**src/rtl/rcpfa_pkg.sv**
```systemverilog
`default_nettype none
// ============================================================================
//  Module   : rcpfa_pkg
//  Purpose  : Shared types and constants for the rcpfa serial subtractor.
//             Holds the handshake FSM state type and the width of the
//             optional mismatch counter.
//  Revision : 1.0  initial release
// ============================================================================
package rcpfa_pkg;

  typedef enum logic [1:0] {
    IDLE = 2'd0,
    RUN  = 2'd1,
    DONE = 2'd2
  } state_t;

  localparam int ERRCNT_W = 16;

endpackage : rcpfa_pkg
`default_nettype wire

```
**src/rtl/rcpfa_sub_cell.sv**
```systemverilog
`default_nettype none
// ============================================================================
//  Module   : rcpfa_sub_cell
//  Purpose  : One-bit combinational subtractor cell, exact or approximate.
//  Ports    : i_a, i_b     minuend / subtrahend bit
//             i_br         incoming borrow
//             i_approxEn   1 = borrow-free bit (d = a^b, borrow-out is the
//                          bit's own generate term only)
//             o_d          difference bit
//             o_br         outgoing borrow
//  Revision : 1.0  initial release
// ============================================================================
module rcpfa_sub_cell (
  input  logic i_a,
  input  logic i_b,
  input  logic i_br,
  input  logic i_approxEn,
  output logic o_d,
  output logic o_br
);

  logic w_prop;
  logic w_gen;

  assign w_prop = i_a ^ i_b;
  assign w_gen  = ~i_a & i_b;

  // In approximate mode the incoming borrow is ignored, and the borrow-out
  // is just this bit's generate term. That term becomes the borrow-in of
  // the first exact bit, so no ripple runs through the approximate region.
  assign o_d  = i_approxEn ? w_prop : (w_prop ^ i_br);
  assign o_br = i_approxEn ? w_gen  : (w_gen | (~w_prop & i_br));

endmodule : rcpfa_sub_cell
`default_nettype wire

```
**src/rtl/rcpfa_serial_sub.sv**
```systemverilog
`default_nettype none
// ============================================================================
//  Module   : rcpfa_serial_sub
//  Purpose  : Bit-serial approximate subtractor d = a - b, LSB first, one bit
//             per clock. The low APPROX_BITS bits use a borrow-free
//             difference. The upper bits subtract exactly.
//  Ports    : clk, rst            clock, synchronous active-high reset
//             in_valid/in_ready   operand handshake (a, b)
//             a, b                minuend, subtrahend (WIDTH)
//             out_valid/out_ready result handshake (diff, bout)
//             diff                approximate difference (WIDTH)
//             bout                borrow out of the MSB (1 = underflow)
//             err_flag, err_cnt   present only with RCPFA_SUB_ERRSTAT_EN:
//                                 result differs from exact / saturating
//                                 count of mismatched results handed off
//  Config   : `define RCPFA_SUB_ERRSTAT_EN enables a parallel exact borrow
//             chain and the error statistics ports.
//  Revision : 1.0  initial release
// ============================================================================
module rcpfa_serial_sub
  import rcpfa_pkg::*;
#(
  parameter int WIDTH       = 8,
  parameter int APPROX_BITS = 3
) (
  input  logic             clk,
  input  logic             rst,
  input  logic             in_valid,
  output logic             in_ready,
  input  logic [WIDTH-1:0] a,
  input  logic [WIDTH-1:0] b,
  output logic             out_valid,
  input  logic             out_ready,
  output logic [WIDTH-1:0] diff,
  output logic             bout
`ifdef RCPFA_SUB_ERRSTAT_EN
  ,
  output logic                err_flag,
  output logic [ERRCNT_W-1:0] err_cnt
`endif
);

  localparam int c_idxW = (WIDTH > 1) ? $clog2(WIDTH) : 1;
  // One extra bit so that APPROX_BITS == WIDTH is representable.
  localparam logic [c_idxW:0]   c_approxBits = (c_idxW + 1)'(APPROX_BITS);
  localparam logic [c_idxW-1:0] c_lastIdx    = c_idxW'(WIDTH - 1);

  state_t             r_state;
  logic               r_inReady;
  logic               r_outValid;
  logic [WIDTH-1:0]   r_aSh;
  logic [WIDTH-1:0]   r_bSh;
  logic [WIDTH-1:0]   r_diff;
  logic               r_bout;
  logic [c_idxW-1:0]  r_idx;
  logic               r_br;

  logic w_approxEn;
  logic w_d;
  logic w_br;

  assign w_approxEn = ({1'b0, r_idx} < c_approxBits);

  rcpfa_sub_cell u_cell (
    .i_a        (r_aSh[0]),
    .i_b        (r_bSh[0]),
    .i_br       (r_br),
    .i_approxEn (w_approxEn),
    .o_d        (w_d),
    .o_br       (w_br)
  );

  // Operands shift right so the current bit is always at position 0.
  // Result bits enter at the MSB, so after WIDTH shifts bit 0 sits at LSB.
  always_ff @(posedge clk) begin
    if (rst) begin
      r_state    <= IDLE;
      r_inReady  <= 1'b1;
      r_outValid <= 1'b0;
      r_aSh      <= '0;
      r_bSh      <= '0;
      r_diff     <= '0;
      r_bout     <= 1'b0;
      r_idx      <= '0;
      r_br       <= 1'b0;
    end else begin
      case (r_state)
        IDLE: begin
          if (in_valid) begin
            r_aSh     <= a;
            r_bSh     <= b;
            r_idx     <= '0;
            r_br      <= 1'b0;
            r_inReady <= 1'b0;
            r_state   <= RUN;
          end
        end
        RUN: begin
          r_aSh  <= r_aSh >> 1;
          r_bSh  <= r_bSh >> 1;
          r_diff <= {w_d, r_diff[WIDTH-1:1]};
          r_br   <= w_br;
          r_idx  <= r_idx + 1'b1;
          if (r_idx == c_lastIdx) begin
            r_bout     <= w_br;
            r_outValid <= 1'b1;
            r_state    <= DONE;
          end
        end
        DONE: begin
          // in_valid is deliberately ignored here even on the hand-off cycle.
          if (out_ready) begin
            r_outValid <= 1'b0;
            r_inReady  <= 1'b1;
            r_state    <= IDLE;
          end
        end
        default: begin
          r_outValid <= 1'b0;
          r_inReady  <= 1'b1;
          r_state    <= IDLE;
        end
      endcase
    end
  end

  assign in_ready  = r_inReady;
  assign out_valid = r_outValid;
  assign diff      = r_diff;
  assign bout      = r_bout;

`ifdef RCPFA_SUB_ERRSTAT_EN
  logic                r_exBr;
  logic                r_mis;
  logic                r_errFlag;
  logic [ERRCNT_W-1:0] r_errCnt;
  logic                w_exD;
  logic                w_exBr;

  rcpfa_sub_cell u_exactCell (
    .i_a        (r_aSh[0]),
    .i_b        (r_bSh[0]),
    .i_br       (r_exBr),
    .i_approxEn (1'b0),
    .o_d        (w_exD),
    .o_br       (w_exBr)
  );

  // The exact chain runs alongside the approximate one. A sticky flag
  // records any differing difference bit, so no exact result word is stored.
  always_ff @(posedge clk) begin
    if (rst) begin
      r_exBr    <= 1'b0;
      r_mis     <= 1'b0;
      r_errFlag <= 1'b0;
      r_errCnt  <= '0;
    end else begin
      case (r_state)
        IDLE: begin
          if (in_valid) begin
            r_exBr <= 1'b0;
            r_mis  <= 1'b0;
          end
        end
        RUN: begin
          r_exBr <= w_exBr;
          r_mis  <= r_mis | (w_d ^ w_exD);
          if (r_idx == c_lastIdx) begin
            r_errFlag <= r_mis | (w_d ^ w_exD) | (w_br ^ w_exBr);
          end
        end
        DONE: begin
          if (out_ready && r_errFlag && (r_errCnt != '1)) begin
            r_errCnt <= r_errCnt + 1'b1;
          end
        end
        default: begin
          r_mis <= 1'b0;
        end
      endcase
    end
  end

  assign err_flag = r_errFlag;
  assign err_cnt  = r_errCnt;
`endif

endmodule : rcpfa_serial_sub
`default_nettype wire

```
**config.mk**
```make
export PLATFORM = sky130hd
export DESIGN_NAME = rcpfa_serial_sub
export DESIGN_NICKNAME = d
export VERILOG_FILES = /design/src/rtl/rcpfa_pkg.sv /design/src/rtl/rcpfa_sub_cell.sv /design/src/rtl/rcpfa_serial_sub.sv
export SDC_FILE = /design/constraint.sdc
export NUM_CORES = 1
export LEC_CHECK = 0
export CORE_MARGIN = 3
export CORE_UTILIZATION = 45
export DETAILED_ROUTE_END_ITERATION = 12
export PLACE_DENSITY = 0.72
export SLEW_MARGIN = 40
export SYNTH_ARGS = -nofsm -noshare
export SYNTH_HDL_FRONTEND = slang
export SYNTH_SLANG_ARGS = --single-unit
```
**constraint.sdc**
```tcl
create_clock -name clk -period 2.9 [get_ports clk]
set_input_delay 0.725 -clock clk [delete_from_list [all_inputs] [get_ports clk]]
set_output_delay 0.725 -clock clk [all_outputs]
set_load 0.005 [all_outputs]
```
==> results.sh, run 1 <==
export IMPL_boundaryPins=31
export IMPL_holdCritPathClass="reg2reg"
export IMPL_switchingPower_w=0.000250
export IMPL_antenna_found_initial=0
export IMPL_layout_drive_gt1_share=0.0638
export IMPL_syn_inst=161
export IMPL_area_growth_pct=26.8
export IMPL_synth_area_per_cell_sq_um=8.96
export IMPL_cp_max_fo=3
export IMPL_ys_ff_latch=33
export IMPL_slowest_stage="clkdlybuf4s50_1"
export IMPL_p_leak_nw=0.675
export IMPL_crit_cells=1
export IMPL_ctsHoldBuffers=0
export IMPL_holdPathStages=2
export IMPL_synth_area_leaders="dfxtp_1, nor2_1, a211oi_1, o2bb2ai_1, nand2_1"
export IMPL_grt_overflow_total=0
export IMPL_rows=19
export IMPL_endpoint_kind="output port"
export IMPL_hold_viol=0
export IMPL_seqPwrFrac=0.471
export IMPL_ctsResizeCount=0
export IMPL_cts_tree="done"
export IMPL_vias_per_cell=5.44
export IMPL_cts_num_sinks=33
export IMPL_slew_viol_final=0
export IMPL_cts_buffers=5
export IMPL_die_w_um=62.6
export IMPL_path_clk_slew_ns=0.11
export IMPL_drt_iter0_drc=75
export IMPL_postPlaceCellArea_sq_mm=0.00173
export IMPL_grt_use_met1=0.212
export IMPL_met2_usage=0.305
export IMPL_r2r_cells=3
export IMPL_grt_pass1_wl_um=5730
export IMPL_timing_final_crit_share=0.674
export IMPL_critPathKind="reg2out"
export IMPL_clock_skew_final_ns=0.00841
export IMPL_dp_hpwl_um=2260
export IMPL_syn_num_nets=185
export IMPL_root_buffer="clkbuf_4"
export IMPL_cpPeakStageDelay_ns=0.52
export IMPL_n_antenna_cell=0
export IMPL_cp_cell_sequence="clkdlybuf4s50_1"
export IMPL_startpoint_type="flop"
export IMPL_ant_nets=0
export IMPL_htree_levels=2
export IMPL_finalPower_w=0.00107
export IMPL_finalWeightedCongestion=0.774
export IMPL_grt_pass1_vias=1260
export IMPL_path_buf_inv=1
export IMPL_synth_area_leader_cell="dfxtp_1"
export IMPL_grt_max_degree=21
export IMPL_rsz0062_at_grt="false"
export IMPL_initial_utilization=0.497
export IMPL_internal_power_w=0.000817
export IMPL_postCtsSetupRepairBufs=0
export IMPL_ys_warnings_count=0
export IMPL_worstMarginPinSlew_ns=0.744
export IMPL_die_y_um=62.6
export IMPL_synth_cell_types=30
export IMPL_arrival_ns=1.23
export IMPL_syn_area_sq_mm=0.00144
export IMPL_vias=1251
export IMPL_drt_total_wl_um=3250
export IMPL_grt_usage=0.182
export IMPL_fmax_mhz=512
export IMPL_synth_seq_area_share=0.458
export IMPL_core_sq_mm=0.00290
export IMPL_p_sw_frac=0.234
export IMPL_wl_per_cell_um=14.1
export IMPL_cp_required_ns=2.17
export IMPL_grt_busiest_layer="met2"
export IMPL_use_met3=0.0683
export IMPL_fin_tns_setup_ns=0
export IMPL_drt_first_pass_iters=4
export IMPL_netlist_area_leader_share=0.458
export IMPL_rrSetupSlack_ns=1.24
export IMPL_numPortBuffers=30
export IMPL_final_nets=211
export IMPL_critical_path_top_delay_family="buffers and inverters"
export IMPL_layout_commonest_cell="dfxtp_1"
export IMPL_p_clk_frac=0.402
export IMPL_dieArea_sq_mm=0.00392
export IMPL_cts_buffer_depth=2
export IMPL_design_area_sq_mm=0.00183
export IMPL_fin_crit_ns=1.96
export IMPL_maxCapViolCount=0
export IMPL_drc=0
export IMPL_power_density_mw_per_mm2=583
export IMPL_layout_common_cells="dfxtp_1, nor2_1, clkdlybuf4s50_1, nand2_1, a211oi_1"
export IMPL_clk_latency_ns=0.34
export IMPL_ir_drop_v=0.000328
export IMPL_pwr_share_comb=0.127
export IMPL_setup_violations=0
export IMPL_relSlewSlack=0.502
export IMPL_outcome="complete, no violations"
[metrics by stage]
| step | instances | hold slack [ns] | utilization | worst slack (ns) |
|---|---|---|---|---|
| finish | 230 | 0.465 | 0.631 | 0.945 |
| global route | 230 | 0.506 | 0.631 | 0.839 |
| CTS | 230 | 0.467 | 0.631 | 0.923 |
| detailed placement | 222 | 0.451 | 0.595 | 0.621 |
| global placement | 222 | 0.442 | 0.595 | 0.679 |
| floorplan | 161 | 0.453 | - | 1.46 |
[logic make-up after synthesis]
| kind of cell | count (synthesis) | synth area share |
|---|---|---|
| buffers and inverters | 15 | 0.0607 |
| AND/OR/NAND/NOR | 55 | 0.164 |
| multiplexers | 1 | 0.00694 |
| AO/OA/AOI/OAI | 53 | 0.271 |
| adder cells (fa/ha/maj) | 4 | 0.0399 |
| flip-flops | 33 | 0.458 |
[final cells by class]
class,count,area [sq um]
well taps,42,52.6
multi-input cells,113,694
clock buffers,5,37.5
clock inverters,3,65.1
repair buffers,31,308
fillers,261,1070
flip-flops and latches,33,661
inverters,3,11.3
[worst reg2reg max path, stage by stage, from the launching register on]
cell and delay [ns]:
dfxtp_1 0.75, inv_1 0.40, o22ai_1 0.29, a211oi_1 0.09
[registers in the layout, indices dropped and copies added, names as in the netlist]
name	cells
r_br	1
r_aSh	8
r_bSh	8
diff	8
r_state	2
in_ready	1
bout	1
out_valid	1
r_idx	3
[power groups by stage]
stage | sequential (W) | clock (W) | combinational [W]
floorplan | 0.000503 | 0 | 0.0000989
global placement | 0.000511 | 0 | 0.000130
detailed placement | 0.000513 | 0 | 0.000135
CTS | 0.000502 | 0.000437 | 0.000135
global route | 0.000507 | 0.000457 | 0.000150
finish | 0.000502 | 0.000429 | 0.000135
[cell usage after synthesis (all sizes together)]
cell type,instances
buf,6
a21oi,11
fa,1
a311oi,1
and2b,1
a22oi,4
nand2,16
a211oi,14
o31ai,1
a221oi,1
o21ai,2
nand2b,2
a211o,1
nor3b,3
nor3,1
o2bb2ai,11
o21bai,2
inv,3
clkbuf,6
dfxtp,33
o21ba,2
o22ai,3
nor2,30
ha,3
mux2i,1
nand3b,1
nor4,1
[metal layers]
metal / vias up / wire, um
met5: - / 0
met4: 0 / 17
met3: 2 / 209
met2: 30 / 1580
met1: 589 / 1450
li1: 630 / -
[path summary, 6_finish.rpt]
check,startpoint,endpoint
setup / recovery,diff[4],diff[4]
hold / removal,diff[0],diff[0]
setup reg to reg,r_state[0],r_bSh[0]
hold reg to reg,diff[0],diff[0]
Note: power is estimated with default switching activity, not from simulation.
==> run 2: changes to the inputs <==
- clock period: 2.9 -> 1.85 ns (I/O delays scaled with it)
==> run 2 against run 1 <==
First-iteration DRC count decreased by 13%. Wire length decreased by 4.9%. Final cell count increased by 1.3%. Critical endpoint is now diff[6].
==> results.sh, run 2 (synthesized netlist as in run 1, its figures left out) <==
export IMPL_vias_per_cell=5.37
export IMPL_drt_iter0_drc=65
export IMPL_initial_utilization=0.497
export IMPL_power_density_mw_per_mm2=804
export IMPL_outcome="complete, no violations"
export IMPL_slowest_stage="clkdlybuf4s50_1"
export IMPL_min_to="diff[0]"
export IMPL_cts_tree="done"
export IMPL_rrSetupSlack_ns=0.50
export IMPL_crit_cells=1
export IMPL_layoutNonFillerInstCount=233
export IMPL_r2r_cells=3
export IMPL_grt_overflow_total=0
export IMPL_fin_crit_ns=1.68
export IMPL_die_y_um=62.6
export IMPL_relSlewSlack=0.647
export IMPL_ctsResizeCount=0
export IMPL_setup_violations=0
export IMPL_cts_buffer_depth=2
export IMPL_grt_max_degree=17
export IMPL_cpPeakStageDelay_ns=0.52
export IMPL_postPlaceCellArea_sq_mm=0.00175
export IMPL_cts_buffers=5
export IMPL_path_clk_slew_ns=0.10
export IMPL_finalPower_w=0.00146
export IMPL_dp_hpwl_um=2200
export IMPL_startpoint_type="flop"
export IMPL_dieArea_sq_mm=0.00392
export IMPL_endpoint_kind="output port"
export IMPL_hold_start="diff[0]"
export IMPL_hold_viol=0
export IMPL_root_buffer="clkbuf_4"
export IMPL_holdPathStages=2
export IMPL_finalWeightedCongestion=0.714
export IMPL_area_growth_pct=26.1
export IMPL_die_w_um=62.6
export IMPL_maxCapViolCount=0
export IMPL_cp_max_fo=3
export IMPL_vias=1252
export IMPL_grt_pass1_vias=1227
export IMPL_final_nets=214
export IMPL_clock_skew_final_ns=0.00771
export IMPL_ctsHoldBuffers=0
export IMPL_grt_usage=0.171
export IMPL_path_buf_inv=1
export IMPL_rows=19
export IMPL_core_sq_mm=0.00290
export IMPL_r2r_start="r_state[1]"
export IMPL_layout_commonest_cell="dfxtp_1"
export IMPL_p_leak_nw=0.676
export IMPL_worstMarginPinSlew_ns=0.529
export IMPL_placed_cells=225
export IMPL_slew_viol_final=0
export IMPL_startpoint="diff[6]"
export IMPL_fin_tns_setup_ns=0
export IMPL_grt_pass1_wl_um=5440
export IMPL_ir_drop_v=0.000523
export IMPL_r2r_end="diff[7]"
export IMPL_wl_per_cell_um=13.3
export IMPL_numPortBuffers=30
export IMPL_drc=0
export IMPL_timing_final_crit_share=0.909
export IMPL_boundaryPins=31
export IMPL_layout_drive_gt1_share=0.0785
export IMPL_design_area_sq_mm=0.00182
export IMPL_clk_latency_ns=0.34
export IMPL_cp_cell_sequence="clkdlybuf4s50_1"
export IMPL_n_antenna_cell=0
export IMPL_antenna_found_initial=0
export IMPL_ant_nets=0
export IMPL_cp_required_ns=1.39
export IMPL_htree_levels=2
export IMPL_cts_num_sinks=33
export IMPL_critPathKind="reg2out"
export IMPL_critical_path_top_delay_family="buffers and inverters"
export IMPL_holdCritPathClass="reg2reg"
export IMPL_arrival_ns=1.22
export IMPL_rsz0062_at_grt="false"
export IMPL_fmax_mhz=594
export IMPL_drt_total_wl_um=3090
export IMPL_layout_common_cells="dfxtp_1, nor2_1, clkdlybuf4s50_1, nand2_1, a211oi_1"
export IMPL_postCtsSetupRepairBufs=0
export IMPL_drt_first_pass_iters=4
==> run 2: cell count changes in the layout (fill, tap and decap cells not counted), sizes merged <==
cell,before,now
bufinv,2,0
buf,1,4
clkbuf,5,7
==> run 2: final cells by class <==
type	instances	area [sq um]
Fill cell	266	1080
Tap cell	42	52.6
Sequential cell	33	661
Clock inverter	1	5.00
Timing Repair Buffer	34	330
Clock buffer	7	65.1
Inverter	3	11.3
Multi-Input combinational cell	113	694
==> run 2: report_power, final <==
part	switching [W]	total [W]	leakage, nW	internal [W]
Combinational	0.000107	0.000220	0.364	0.000113
Sequential	0.0000288	0.000782	0.271	0.000753
Clock	0.000241	0.000461	0.0413	0.000220
==> run 2: how the worst max path moves through the flow <==
stage	to	slack [ns]
after floorplan	diff[7]	0.64
after global placement	r_aSh[7]	0.14
after detailed placement	r_aSh[7]	0.12
after CTS	diff[6]	0.15
after global routing	diff[6]	0.08
final	diff[6]	0.17
==> run 2: per-stage QoR <==
step	hold WS, ns	utilization	setup slack (ns)
finish	0.465	0.627	0.167
global route	0.505	0.627	0.0828
CTS	0.469	0.627	0.148
detailed placement	0.455	0.603	0.116
global placement	0.442	0.603	0.142
floorplan	0.453	-	0.644
==> run 2: per-layer routing <==
metal	share of wire	vias to the layer above	track usage
li1	-	640	-
met1	0.48	572	0.213
met2	0.45	33	0.264
met3	0.055	7	0.0576
met4	0.016	0	0.0799
met5	0	-	0
==> run 3: changes to the inputs <==
- REMOVE_ABC_BUFFERS: not set -> 1
- TNS_END_PERCENT: not set -> 1
==> run 3 against run 2 <==
Worst setup slack worse by 0.0044 ns. Fmax is 0.26% lower. Power is 0.22% higher. Flip-flop and latch count stayed put. Critical path type unchanged. Largest cell class unchanged. Sequential share of layout area stayed put. Global-route usage is 0.20 points lower. Die area stayed put. Non-clock buffer count stayed put. Via count is 1.8% higher.
==> results.sh, run 3 (synthesized netlist as in run 1, its figures left out) <==
export IMPL_slew_viol_final=0
export IMPL_cpPeakStageDelay_ns=0.51
export IMPL_ir_drop_v=0.000438
export IMPL_r2r_start="r_state[0]"
export IMPL_grt_usage=0.169
export IMPL_grt_pass1_vias=1260
export IMPL_hold_viol=0
export IMPL_p_leak_nw=0.676
export IMPL_area_growth_pct=26.1
export IMPL_rows=19
export IMPL_initial_utilization=0.497
export IMPL_post_place_ws_ns=-0.0554
export IMPL_root_buffer="clkbuf_4"
export IMPL_slowest_stage="clkdlybuf4s50_1"
export IMPL_cts_tree="done"
export IMPL_critical_path_top_delay_family="buffers and inverters"
export IMPL_holdCritPathClass="reg2reg"
export IMPL_relSlewSlack=0.580
export IMPL_rrSetupSlack_ns=0.49
export IMPL_die_y_um=62.6
export IMPL_htree_levels=2
export IMPL_drt_met1_wl_um=1390
export IMPL_vias_per_cell=5.47
export IMPL_dr_wl_met3_um=170
export IMPL_finalWeightedCongestion=0.738
export IMPL_power_density_mw_per_mm2=806
export IMPL_finish_utilization=0.627
export IMPL_layout_commonest_cell="dfxtp_1"
export IMPL_cp_max_fo=3
export IMPL_fillerInstances=265
export IMPL_die_w_um=62.6
export IMPL_top_layer="met4"
export IMPL_holdPathStages=2
export IMPL_drc=0
export IMPL_clk_latency_ns=0.34
export IMPL_path_clk_slew_ns=0.10
export IMPL_cts_buffers=5
export IMPL_dp_hpwl_um=2300
export IMPL_rsz0062_at_grt="false"
export IMPL_cts_num_sinks=33
export IMPL_drt_first_pass_iters=4
export IMPL_r2r_cells=3
export IMPL_layout_common_cells="dfxtp_1, nor2_1, clkdlybuf4s50_1, nand2_1, a211oi_1"
export IMPL_ctsHoldBuffers=0
export IMPL_timing_final_crit_share=0.912
export IMPL_outcome="complete, no violations"
export IMPL_layout_drive_gt1_share=0.0785
export IMPL_startpoint_type="flop"
export IMPL_fin_tns_setup_ns=0
export IMPL_dr_wl_met2_um=1610
export IMPL_core_sq_mm=0.00290
export IMPL_drt_iter0_drc=52
export IMPL_vias=1274
export IMPL_arrival_ns=1.22
export IMPL_postCtsSetupRepairBufs=0
export IMPL_wl_per_cell_um=13.8
export IMPL_setup_violations=0
export IMPL_ctsResizeCount=0
export IMPL_fin_crit_ns=1.69
export IMPL_drt_total_wl_um=3210
export IMPL_critPathKind="reg2out"
export IMPL_ant_nets=0
export IMPL_min_to="diff[6]"
export IMPL_fin_ws_ns=0.163
export IMPL_boundaryPins=31
export IMPL_cp_cell_sequence="clkdlybuf4s50_1"
export IMPL_grt_overflow_total=0
export IMPL_maxCapViolCount=0
export IMPL_numPortBuffers=30
export IMPL_worstMarginPinSlew_ns=0.629
export IMPL_fmax_mhz=593
export IMPL_cts_buffer_depth=2
export IMPL_n_antenna_cell=0
export IMPL_path_buf_inv=1
export IMPL_clock_skew_final_ns=0.0113
export IMPL_grt_max_degree=20
export IMPL_r2r_end="diff[7]"
export IMPL_final_nets=214
export IMPL_antenna_found_initial=0
export IMPL_grt_pass1_wl_um=5340
export IMPL_endpoint_kind="output port"
export IMPL_hold_start="diff[7]"
export IMPL_cp_required_ns=1.39
export IMPL_dieArea_sq_mm=0.00392
## run 3: cell counts in the layout (fill, tap and decap cells not counted)
No cell type changed its count.
## run 3: worst max path at each step
stage,slack (ns),startpoint,end,cells past startpoint
finish,0.16,diff[5],diff[5],1
global route,0.09,diff[4],diff[4],1
CTS,0.15,diff[5],diff[5],1
detailed placement,-0.06,in_valid,r_bSh[7],4
global placement,0.05,in_valid,r_aSh[7],4
floorplan,0.54,r_state[0],diff[7],3
## run 3: through the flow
step,power (W),hold WS [ns],std cells,area [sq um]
5_1_grt,0.00154,0.490,233,1820
3_3_place_gp,0.00101,0.444,225,1750
3_5_place_dp,0.00102,0.462,225,1750
4_1_cts,0.00147,0.470,233,1820
2_1_floorplan,0.000912,0.447,149,1370
6_report,0.00147,0.460,233,1820
## run 3: power by group
group          switching, W  internal, W  total [W]  leakage [nW]
Sequential        0.0000298     0.000753   0.000783         0.271
Combinational      0.000107     0.000113   0.000220         0.364
Clock              0.000242     0.000220   0.000462        0.0413
Total              0.000379      0.00109    0.00147         0.676
## run 3: final cells by class
class                           instances  area (sq um)  area share
Clock buffer                            7          65.1      0.0358
Clock inverter                          1          5.00     0.00275
Inverter                                3          11.3     0.00619
Multi-Input combinational cell        113           694       0.382
Sequential cell                        33           661       0.363
Tap cell                               42          52.6      0.0289
Timing Repair Buffer                   34           330       0.182
## run 3: layer usage
layer,global-route usage,up-vias
li1,-,633
met3,0.0450,6
met2,0.290,31
met1,0.187,604
met5,0,-
met4,0.0937,0
